$ cat src/rtl/fpu_share_ctrl_pkg.sv
// Shared opcode constants and controller state encoding for the FPU share controller.
package fpu_share_ctrl_pkg;

    localparam int unsigned OP_W = 2;

    // Fixed-point unit opcodes
    localparam logic [OP_W-1:0] FPU_ADD  = 2'd0;
    localparam logic [OP_W-1:0] FPU_SUB  = 2'd1;
    localparam logic [OP_W-1:0] FPU_MUL  = 2'd2;
    localparam logic [OP_W-1:0] FPU_SQRT = 2'd3;

    // Opcode presented to the unit while nothing is in flight
    localparam logic [OP_W-1:0] FPU_PARK_OP = FPU_ADD;

    typedef enum logic [1:0] {
        ST_IDLE = 2'd0,
        ST_WAIT = 2'd1,
        ST_RESP = 2'd2
    } ctrl_state_e;

endpackage

$ cat src/rtl/fpu_share_ctrl_if.sv
// Requester, response and unit-side signals of the FPU share controller.
interface fpu_share_ctrl_if #(
    parameter int unsigned WIDTH = 32
);
    logic             req0_valid;
    logic             req1_valid;
    logic [1:0]       req0_op;
    logic [1:0]       req1_op;
    logic [WIDTH-1:0] req0_a;
    logic [WIDTH-1:0] req0_b;
    logic [WIDTH-1:0] req1_a;
    logic [WIDTH-1:0] req1_b;
    logic             req0_ready;
    logic             req1_ready;

    logic             resp0_valid;
    logic             resp1_valid;
    logic             resp0_ready;
    logic             resp1_ready;
    logic [WIDTH-1:0] resp0_result;
    logic [WIDTH-1:0] resp1_result;
    logic             resp0_error;
    logic             resp1_error;

    logic [WIDTH-1:0] fpu_operand_1;
    logic [WIDTH-1:0] fpu_operand_2;
    logic [1:0]       fpu_operation;
    logic [WIDTH-1:0] fpu_result;
    logic             fpu_ready;

    logic             busy;
    logic             grant_id;

    // Controller side
    modport slave (
        input  req0_valid, req1_valid, req0_op, req1_op,
        input  req0_a, req0_b, req1_a, req1_b,
        output req0_ready, req1_ready,
        output resp0_valid, resp1_valid, resp0_result, resp1_result,
        output resp0_error, resp1_error,
        input  resp0_ready, resp1_ready,
        output fpu_operand_1, fpu_operand_2, fpu_operation,
        input  fpu_result, fpu_ready,
        output busy, grant_id
    );

    // Requesters and unit side
    modport master (
        output req0_valid, req1_valid, req0_op, req1_op,
        output req0_a, req0_b, req1_a, req1_b,
        input  req0_ready, req1_ready,
        input  resp0_valid, resp1_valid, resp0_result, resp1_result,
        input  resp0_error, resp1_error,
        output resp0_ready, resp1_ready,
        input  fpu_operand_1, fpu_operand_2, fpu_operation,
        output fpu_result, fpu_ready,
        input  busy, grant_id
    );

endinterface

$ cat src/rtl/fpu_share_ctrl_rr_arbiter_2.sv
// Two-way round-robin pick: on a tie the requester that did not win last time is granted.
module rr_arbiter_2 (
    input  logic       req0_i,
    input  logic       req1_i,
    input  logic       last_i,
    output logic [1:0] gnt_o
);

    // One-hot grant; last_i=1 means requester 1 won the previous round
    always_comb begin
        gnt_o = 2'b00;
        if (req0_i && req1_i) begin
            gnt_o = last_i ? 2'b01 : 2'b10;
        end else begin
            gnt_o = {req1_i, req0_i};
        end
    end

endmodule

$ cat src/rtl/fpu_share_ctrl.sv
// Sequences operations from two requesters onto the shared fixed-point unit,
// with a stale-ready settle window and a timeout watchdog.
module fpu_share_ctrl
    import fpu_share_ctrl_pkg::*;
#(
    parameter int unsigned WIDTH   = 32,
    parameter int unsigned SETTLE  = 2,
    parameter int unsigned TIMEOUT = 64
) (
    input  logic           clk,
    input  logic           reset,
    fpu_share_ctrl_if.slave bus
);

    localparam int unsigned CNT_W = $clog2(TIMEOUT + 1);
    localparam logic [CNT_W-1:0] CNT_MAX    = '1;
    localparam logic [CNT_W-1:0] CNT_SETTLE = CNT_W'(SETTLE);
    localparam logic [CNT_W-1:0] CNT_LAST   = CNT_W'(TIMEOUT - 1);

    ctrl_state_e      state_q, state_d;
    logic [CNT_W-1:0] cnt_q, cnt_d;
    logic             grant_q, grant_d;
    logic [WIDTH-1:0] result_q, result_d;
    logic             error_q, error_d;
    logic [WIDTH-1:0] opnd1_q, opnd1_d;
    logic [WIDTH-1:0] opnd2_q, opnd2_d;
    logic [OP_W-1:0]  op_q, op_d;
    logic             resp0_vld_q, resp0_vld_d;
    logic             resp1_vld_q, resp1_vld_d;
    logic             busy_q, busy_d;

    logic [1:0]       arb_gnt;
    logic [1:0]       req_rdy_c;
    logic             own_resp_rdy;

    rr_arbiter_2 u_arb (
        .req0_i (bus.req0_valid),
        .req1_i (bus.req1_valid),
        .last_i (grant_q),
        .gnt_o  (arb_gnt)
    );

    assign own_resp_rdy = grant_q ? bus.resp1_ready : bus.resp0_ready;

    // Next-state, counter and datapath update
    always_comb begin
        state_d     = state_q;
        cnt_d       = cnt_q;
        grant_d     = grant_q;
        result_d    = result_q;
        error_d     = error_q;
        opnd1_d     = opnd1_q;
        opnd2_d     = opnd2_q;
        op_d        = op_q;
        resp0_vld_d = resp0_vld_q;
        resp1_vld_d = resp1_vld_q;
        req_rdy_c   = 2'b00;

        unique case (state_q)
            ST_IDLE: begin
                req_rdy_c = arb_gnt;
                if (arb_gnt != 2'b00) begin
                    state_d = ST_WAIT;
                    grant_d = arb_gnt[1];
                    cnt_d   = '0;
                    opnd1_d = arb_gnt[1] ? bus.req1_a  : bus.req0_a;
                    opnd2_d = arb_gnt[1] ? bus.req1_b  : bus.req0_b;
                    op_d    = arb_gnt[1] ? bus.req1_op : bus.req0_op;
                end
            end
            ST_WAIT: begin
                if (cnt_q != CNT_MAX) begin
                    cnt_d = cnt_q + CNT_W'(1);
                end
                // Completion wins over timeout when both land on the same cycle
                if ((cnt_q >= CNT_SETTLE) && bus.fpu_ready) begin
                    state_d  = ST_RESP;
                    result_d = bus.fpu_result;
                    error_d  = 1'b0;
                end else if (cnt_q == CNT_LAST) begin
                    state_d  = ST_RESP;
                    result_d = '0;
                    error_d  = 1'b1;
                end
                if (state_d == ST_RESP) begin
                    opnd1_d     = '0;
                    opnd2_d     = '0;
                    op_d        = FPU_PARK_OP;
                    resp0_vld_d = ~grant_q;
                    resp1_vld_d = grant_q;
                end
            end
            ST_RESP: begin
                if (own_resp_rdy) begin
                    state_d     = ST_IDLE;
                    resp0_vld_d = 1'b0;
                    resp1_vld_d = 1'b0;
                end
            end
            default: begin
                state_d     = ST_IDLE;
                opnd1_d     = '0;
                opnd2_d     = '0;
                op_d        = FPU_PARK_OP;
                resp0_vld_d = 1'b0;
                resp1_vld_d = 1'b0;
            end
        endcase

        busy_d = (state_d != ST_IDLE);
    end

    // State and datapath registers
    always_ff @(posedge clk) begin
        if (reset) begin
            state_q     <= ST_IDLE;
            cnt_q       <= '0;
            grant_q     <= 1'b1;
            result_q    <= '0;
            error_q     <= 1'b0;
            opnd1_q     <= '0;
            opnd2_q     <= '0;
            op_q        <= FPU_PARK_OP;
            resp0_vld_q <= 1'b0;
            resp1_vld_q <= 1'b0;
            busy_q      <= 1'b0;
        end else begin
            state_q     <= state_d;
            cnt_q       <= cnt_d;
            grant_q     <= grant_d;
            result_q    <= result_d;
            error_q     <= error_d;
            opnd1_q     <= opnd1_d;
            opnd2_q     <= opnd2_d;
            op_q        <= op_d;
            resp0_vld_q <= resp0_vld_d;
            resp1_vld_q <= resp1_vld_d;
            busy_q      <= busy_d;
        end
    end

    assign bus.req0_ready    = req_rdy_c[0];
    assign bus.req1_ready    = req_rdy_c[1];
    assign bus.resp0_valid   = resp0_vld_q;
    assign bus.resp1_valid   = resp1_vld_q;
    assign bus.resp0_result  = result_q;
    assign bus.resp1_result  = result_q;
    assign bus.resp0_error   = error_q;
    assign bus.resp1_error   = error_q;
    assign bus.fpu_operand_1 = opnd1_q;
    assign bus.fpu_operand_2 = opnd2_q;
    assign bus.fpu_operation = op_q;
    assign bus.busy          = busy_q;
    assign bus.grant_id      = grant_q;

endmodule

$ cat src/flat_wrapper.sv
// flat-port wrapper written by rule: the top's interface ports become plain ports
module fpu_share_ctrl_flat import fpu_share_ctrl_pkg::*;
#(
    parameter int unsigned WIDTH   = 32,
    parameter int unsigned SETTLE  = 2,
    parameter int unsigned TIMEOUT = 64
)
  (clk, reset, bus_req0_valid, bus_req1_valid, bus_req0_op, bus_req1_op, bus_req0_a, bus_req0_b, bus_req1_a, bus_req1_b, bus_req0_ready, bus_req1_ready, bus_resp0_valid, bus_resp1_valid, bus_resp0_result, bus_resp1_result, bus_resp0_error, bus_resp1_error, bus_resp0_ready, bus_resp1_ready, bus_fpu_operand_1, bus_fpu_operand_2, bus_fpu_operation, bus_fpu_result, bus_fpu_ready, bus_busy, bus_grant_id);
  fpu_share_ctrl_if #(.WIDTH(WIDTH)) bus_i ();
  input  logic clk;
  input  logic reset;
  input wire logic [$bits(bus_i.req0_valid)-1:0] bus_req0_valid;
  input wire logic [$bits(bus_i.req1_valid)-1:0] bus_req1_valid;
  input wire logic [$bits(bus_i.req0_op)-1:0] bus_req0_op;
  input wire logic [$bits(bus_i.req1_op)-1:0] bus_req1_op;
  input wire logic [$bits(bus_i.req0_a)-1:0] bus_req0_a;
  input wire logic [$bits(bus_i.req0_b)-1:0] bus_req0_b;
  input wire logic [$bits(bus_i.req1_a)-1:0] bus_req1_a;
  input wire logic [$bits(bus_i.req1_b)-1:0] bus_req1_b;
  output wire logic [$bits(bus_i.req0_ready)-1:0] bus_req0_ready;
  output wire logic [$bits(bus_i.req1_ready)-1:0] bus_req1_ready;
  output wire logic [$bits(bus_i.resp0_valid)-1:0] bus_resp0_valid;
  output wire logic [$bits(bus_i.resp1_valid)-1:0] bus_resp1_valid;
  output wire logic [$bits(bus_i.resp0_result)-1:0] bus_resp0_result;
  output wire logic [$bits(bus_i.resp1_result)-1:0] bus_resp1_result;
  output wire logic [$bits(bus_i.resp0_error)-1:0] bus_resp0_error;
  output wire logic [$bits(bus_i.resp1_error)-1:0] bus_resp1_error;
  input wire logic [$bits(bus_i.resp0_ready)-1:0] bus_resp0_ready;
  input wire logic [$bits(bus_i.resp1_ready)-1:0] bus_resp1_ready;
  output wire logic [$bits(bus_i.fpu_operand_1)-1:0] bus_fpu_operand_1;
  output wire logic [$bits(bus_i.fpu_operand_2)-1:0] bus_fpu_operand_2;
  output wire logic [$bits(bus_i.fpu_operation)-1:0] bus_fpu_operation;
  input wire logic [$bits(bus_i.fpu_result)-1:0] bus_fpu_result;
  input wire logic [$bits(bus_i.fpu_ready)-1:0] bus_fpu_ready;
  output wire logic [$bits(bus_i.busy)-1:0] bus_busy;
  output wire logic [$bits(bus_i.grant_id)-1:0] bus_grant_id;
  assign bus_i.req0_valid = bus_req0_valid;
  assign bus_i.req1_valid = bus_req1_valid;
  assign bus_i.req0_op = bus_req0_op;
  assign bus_i.req1_op = bus_req1_op;
  assign bus_i.req0_a = bus_req0_a;
  assign bus_i.req0_b = bus_req0_b;
  assign bus_i.req1_a = bus_req1_a;
  assign bus_i.req1_b = bus_req1_b;
  assign bus_req0_ready = bus_i.req0_ready;
  assign bus_req1_ready = bus_i.req1_ready;
  assign bus_resp0_valid = bus_i.resp0_valid;
  assign bus_resp1_valid = bus_i.resp1_valid;
  assign bus_resp0_result = bus_i.resp0_result;
  assign bus_resp1_result = bus_i.resp1_result;
  assign bus_resp0_error = bus_i.resp0_error;
  assign bus_resp1_error = bus_i.resp1_error;
  assign bus_i.resp0_ready = bus_resp0_ready;
  assign bus_i.resp1_ready = bus_resp1_ready;
  assign bus_fpu_operand_1 = bus_i.fpu_operand_1;
  assign bus_fpu_operand_2 = bus_i.fpu_operand_2;
  assign bus_fpu_operation = bus_i.fpu_operation;
  assign bus_i.fpu_result = bus_fpu_result;
  assign bus_i.fpu_ready = bus_fpu_ready;
  assign bus_busy = bus_i.busy;
  assign bus_grant_id = bus_i.grant_id;
  fpu_share_ctrl #(.WIDTH(WIDTH), .SETTLE(SETTLE), .TIMEOUT(TIMEOUT)) u_core (.clk(clk), .reset(reset), .bus(bus_i));
endmodule
$ cat config.mk
export PLATFORM = sky130hd
export DESIGN_NAME = fpu_share_ctrl_flat
export DESIGN_NICKNAME = d
export VERILOG_FILES = /design/src/rtl/fpu_share_ctrl_pkg.sv /design/src/rtl/fpu_share_ctrl_if.sv /design/src/rtl/fpu_share_ctrl_rr_arbiter_2.sv /design/src/rtl/fpu_share_ctrl.sv /design/src/flat_wrapper.sv
export SDC_FILE = /design/constraint.sdc
export NUM_CORES = 1
export LEC_CHECK = 0
export CAP_MARGIN = 0
export CELL_PAD_IN_SITES_DETAIL_PLACEMENT = 0
export CELL_PAD_IN_SITES_GLOBAL_PLACEMENT = 1
export CORE_UTILIZATION = 25
export CTS_CLUSTER_SIZE = 14
export DETAILED_ROUTE_END_ITERATION = 12
export GPL_ROUTABILITY_DRIVEN = 0
export PLACE_DENSITY_LB_ADDON = 0.1
export SLEW_MARGIN = 20
export SYNTH_ARGS = -nofsm -noshare
export SYNTH_HDL_FRONTEND = slang
export SYNTH_HIERARCHICAL = 1
export SYNTH_SLANG_ARGS = --single-unit
$ cat constraint.sdc
create_clock -name clk -period 2.2 [get_ports clk]
set_input_delay 0.22 -clock clk [delete_from_list [all_inputs] [get_ports clk]]
set_output_delay 0.22 -clock clk [all_outputs]
set_load 0.005 [all_outputs]
==> results by group <==
Routing
  – Iter 0 DRT Violations: 149
  – DRC errors left: 0
  – Detail Route Antenna Nets: 0
  – Vias post-DR: 4812
  – Routed Wire Length: 17350 µm
  – DR pass1 iterations: 4
  – Via density: 4.618
  – WL per Instance: roughly 17 µm

Logic synthesis
  – Netlist cell types: 37
  – EDFF count, synth: 0
  – Post-synth design cell area: between 5000 and 6000 µm²
  – Mapped Cells: ~500
  – Main flop type after synthesis: dfxtp_1
  – Flops & latches, synth: roughly 110
  – Syn Nets: 670
  – Register area share after synthesis: 42.62%
  – Async SR Flop Fraction: 0%
  – Warnings, synthesis: 6
  – Syn_area_per_cell: between 10 and 15 µm²

Timing
  – Fin crit period: between 2000 and 2500 ps
  – Hold Slack: between 200 and 250 ps
  – Slew headroom: 69.53%
  – Final hold viol count: 0
  – Final period utilization: 103.4%
  – Fmax: between 400 and 500 MHz
  – RSZ-0062 raised after global routing: true
  – Slew Limit Fails: 0
  – Clock Skew: between 4 and 5 ps
  – Setup WS post-layout: -74.58 ps
  – Slew of the pin with the lowest slew margin: about 460 ps
  – Setup violations, final: between 60 and 70
  – Setup TNS: -2051 ps

Worst setup path
  – CP required: 2460 ps
  – Crit-path max cell delay: 430 ps
  – Crit Path Max Fanout: 36
  – CP Cell Sequence: inv_2 -> ha_4 -> or4_4 -> o41a_1 -> o32a_4 -> buf_12 -> o32ai_1
  – CP max stage cell: o32a_4
  – Path type of the worst setup path: flip-flop to flip-flop
  – Setup crit end kind: flip-flop
  – Startpoint types: flip-flop
  – Worst Path Arrival: 2530 ps

Global routing
  – Total GRT Usage: 15.29%
  – Remaining Overflow, GRT: 0
  – Vias in the first global route: roughly 4800
  – Number of antenna violations at the first check in global routing: 0
  – Global-route wire length before repair: between 20000 and 30000 µm
  – Largest net degree at the start of global routing: 67

Run status
  – Failing checks: negative setup slack
  – Status: complete, but fails checks

Place
  – Port Buffers: between 300 and 400
  – Placed Area: 8523 µm²
  – Cells after DPL: 1022
  – HPWL after DPL: 12640 µm
  – Pre-CTS WS: -171.5 ps

Clocking
  – H-tree depth: 3
  – Worst-path clk slew: roughly 70 ps
  – Sink Count: between 100 and 150
  – Worst-Skew Late Latency: 350 ps
  – Max clock buf depth: 2
  – CTS tree: built
  – Clock Root Buffer: clkbuf_16
  – Num CTS Buffers: 9
  – Count of hold-fix buffers inserted at cts: 0

Finish
  – Ant. Diodes: 0
  – Commonest non-fill, non-tap cells in the layout: clkdlybuf4s50_1, dfxtp_1, inv_1
  – Fin cells: 1042
  – Final instance area: approximately 9000 µm²
  – Fin nets: between 900 and 1000
  – Most common cell after layout, fill and taps aside: clkdlybuf4s50_1
  – Area growth from synthesis to layout: 71.65%
  – Layout cells sized above 1: 13.21%

Die
  – I/O pin count: slightly above 300
  – Chip Height: 147.1 µm
  – Core area: a little over 20000 µm²
  – Starting Density: around a quarter
  – Num rows: 52
  – Die width: approximately 150 µm
  – Die Area: 21630 µm²

Hold path
  – Worst min-delay path class: input pin to flip-flop

Pwr
  – Pleak: 0.003167 µW
  – Power Dens Cells: 579.7 nW/µm²
  – VDD IR-drop max: 294.1 µV

Run
  – MaxCap Viol Count: 0
cells in the mapped netlist, types with 6 or more instances:
cell,instances,share of area [%]
o32ai_1,26,4.3
a21oi_1,11,1.0
inv_1,73,5.2
buf_4,34,4.9
a32o_1,32,6.1
o32ai_2,40,12
dfxtp_1,112,43
clkbuf_1,38,2.7
nand2_1,6,0.43
or4_1,6,0.86
mux2i_1,66,13
logic make-up (layout without fill, tap and decap cells):
group / Yosys count / in the layout / synth area share (%)
buffers and inverters: 149 / 424 / 13.63
adder cells (fa/ha/maj): 2 / 2 / 0.4755
multiplexers: 67 / 67 / 12.77
flip-flops: 112 / 112 / 42.62
AO/OA/AOI/OAI: 130 / 130 / 26.64
AND/OR/NAND/NOR: 37 / 37 / 3.876
sequential cells by signal (all words and copies together) (netlist names):
signal	flops
u_core/bus.resp0_valid	1
u_core/bus.grant_id	1
u_core/bus.fpu_operation	2
u_core/cnt_q	7
u_core/bus.resp1_valid	1
u_core/state_q	2
u_core/bus.fpu_operand_2	32
u_core/bus.busy	1
u_core/bus.resp0_error	1
u_core/bus.resp0_result	32
u_core/bus.fpu_operand_1	32
through the flow:
stage,util [%],total power [µW]
floorplan,-,2798
global placement,41.72,3506
detailed placement,41.72,3518
CTS,43.50,5293
global route,44.21,5484
finish,44.21,5235
repair_timing:
action                     CTS  global route
gates resized for setup      7             8
pin swaps                    2             2
cloned                       0             4
setup endpoints to repair   66            99
setup buffers                1             1
worst paths after layout:
path	end	slack, ps	from	cells past startpoint
worst max-delay path	u_core/bus.fpu_operand_2[28]	-70	u_core/cnt_q[0]	7
worst min-delay path	u_core/cnt_q[6]	250	reset	2
worst max register to register	u_core/bus.fpu_operand_2[28]	-70	u_core/cnt_q[0]	7
worst min register to register	u_core/bus.fpu_operand_1[20]	480	u_core/bus.fpu_operand_1[20]	2
power by group:
group / total, µW / internal (µW) / leakage, µW / switching (µW)
Combinational: 1260 / 747 / 0.00211 / 512
Sequential: 2230 / 2150 / 0.000914 / 75.6
Clock: 1750 / 993 / 0.000141 / 753
Total: 5240 / 3890 / 0.00317 / 1340
layout make-up:
| type | count | area (µm²) |
|---|---|---|
| clock buffer | 10 | 229.0 |
| clock inverter | 5 | 82.58 |
| fill | 1933 | 11400 |
| inverter | 73 | 274.0 |
| multi-input combinational | 236 | 2412 |
| sequential | 112 | 2245 |
| tap | 270 | 337.8 |
| timing repair buffer | 336 | 3451 |
worst max-delay path: cells and delay by family, from the launching register on:
family | cells | cell delay, ps
fa+ha+maj | 1 | 140
simple gates | 1 | 410
compound gates | 3 | 1020
flops | 1 | 340
buf+inv | 2 | 240
routing by layer:
layer  up-vias  track usage, %  wire length (µm)
met5         -               0                 0
li1       2345               -                 -
met3        18           4.689              1514
met4         0           5.464               316
met1      2227           17.30              6714
met2       222           26.96              8800
No activity file was read; power rests on OpenSTA's default activity.
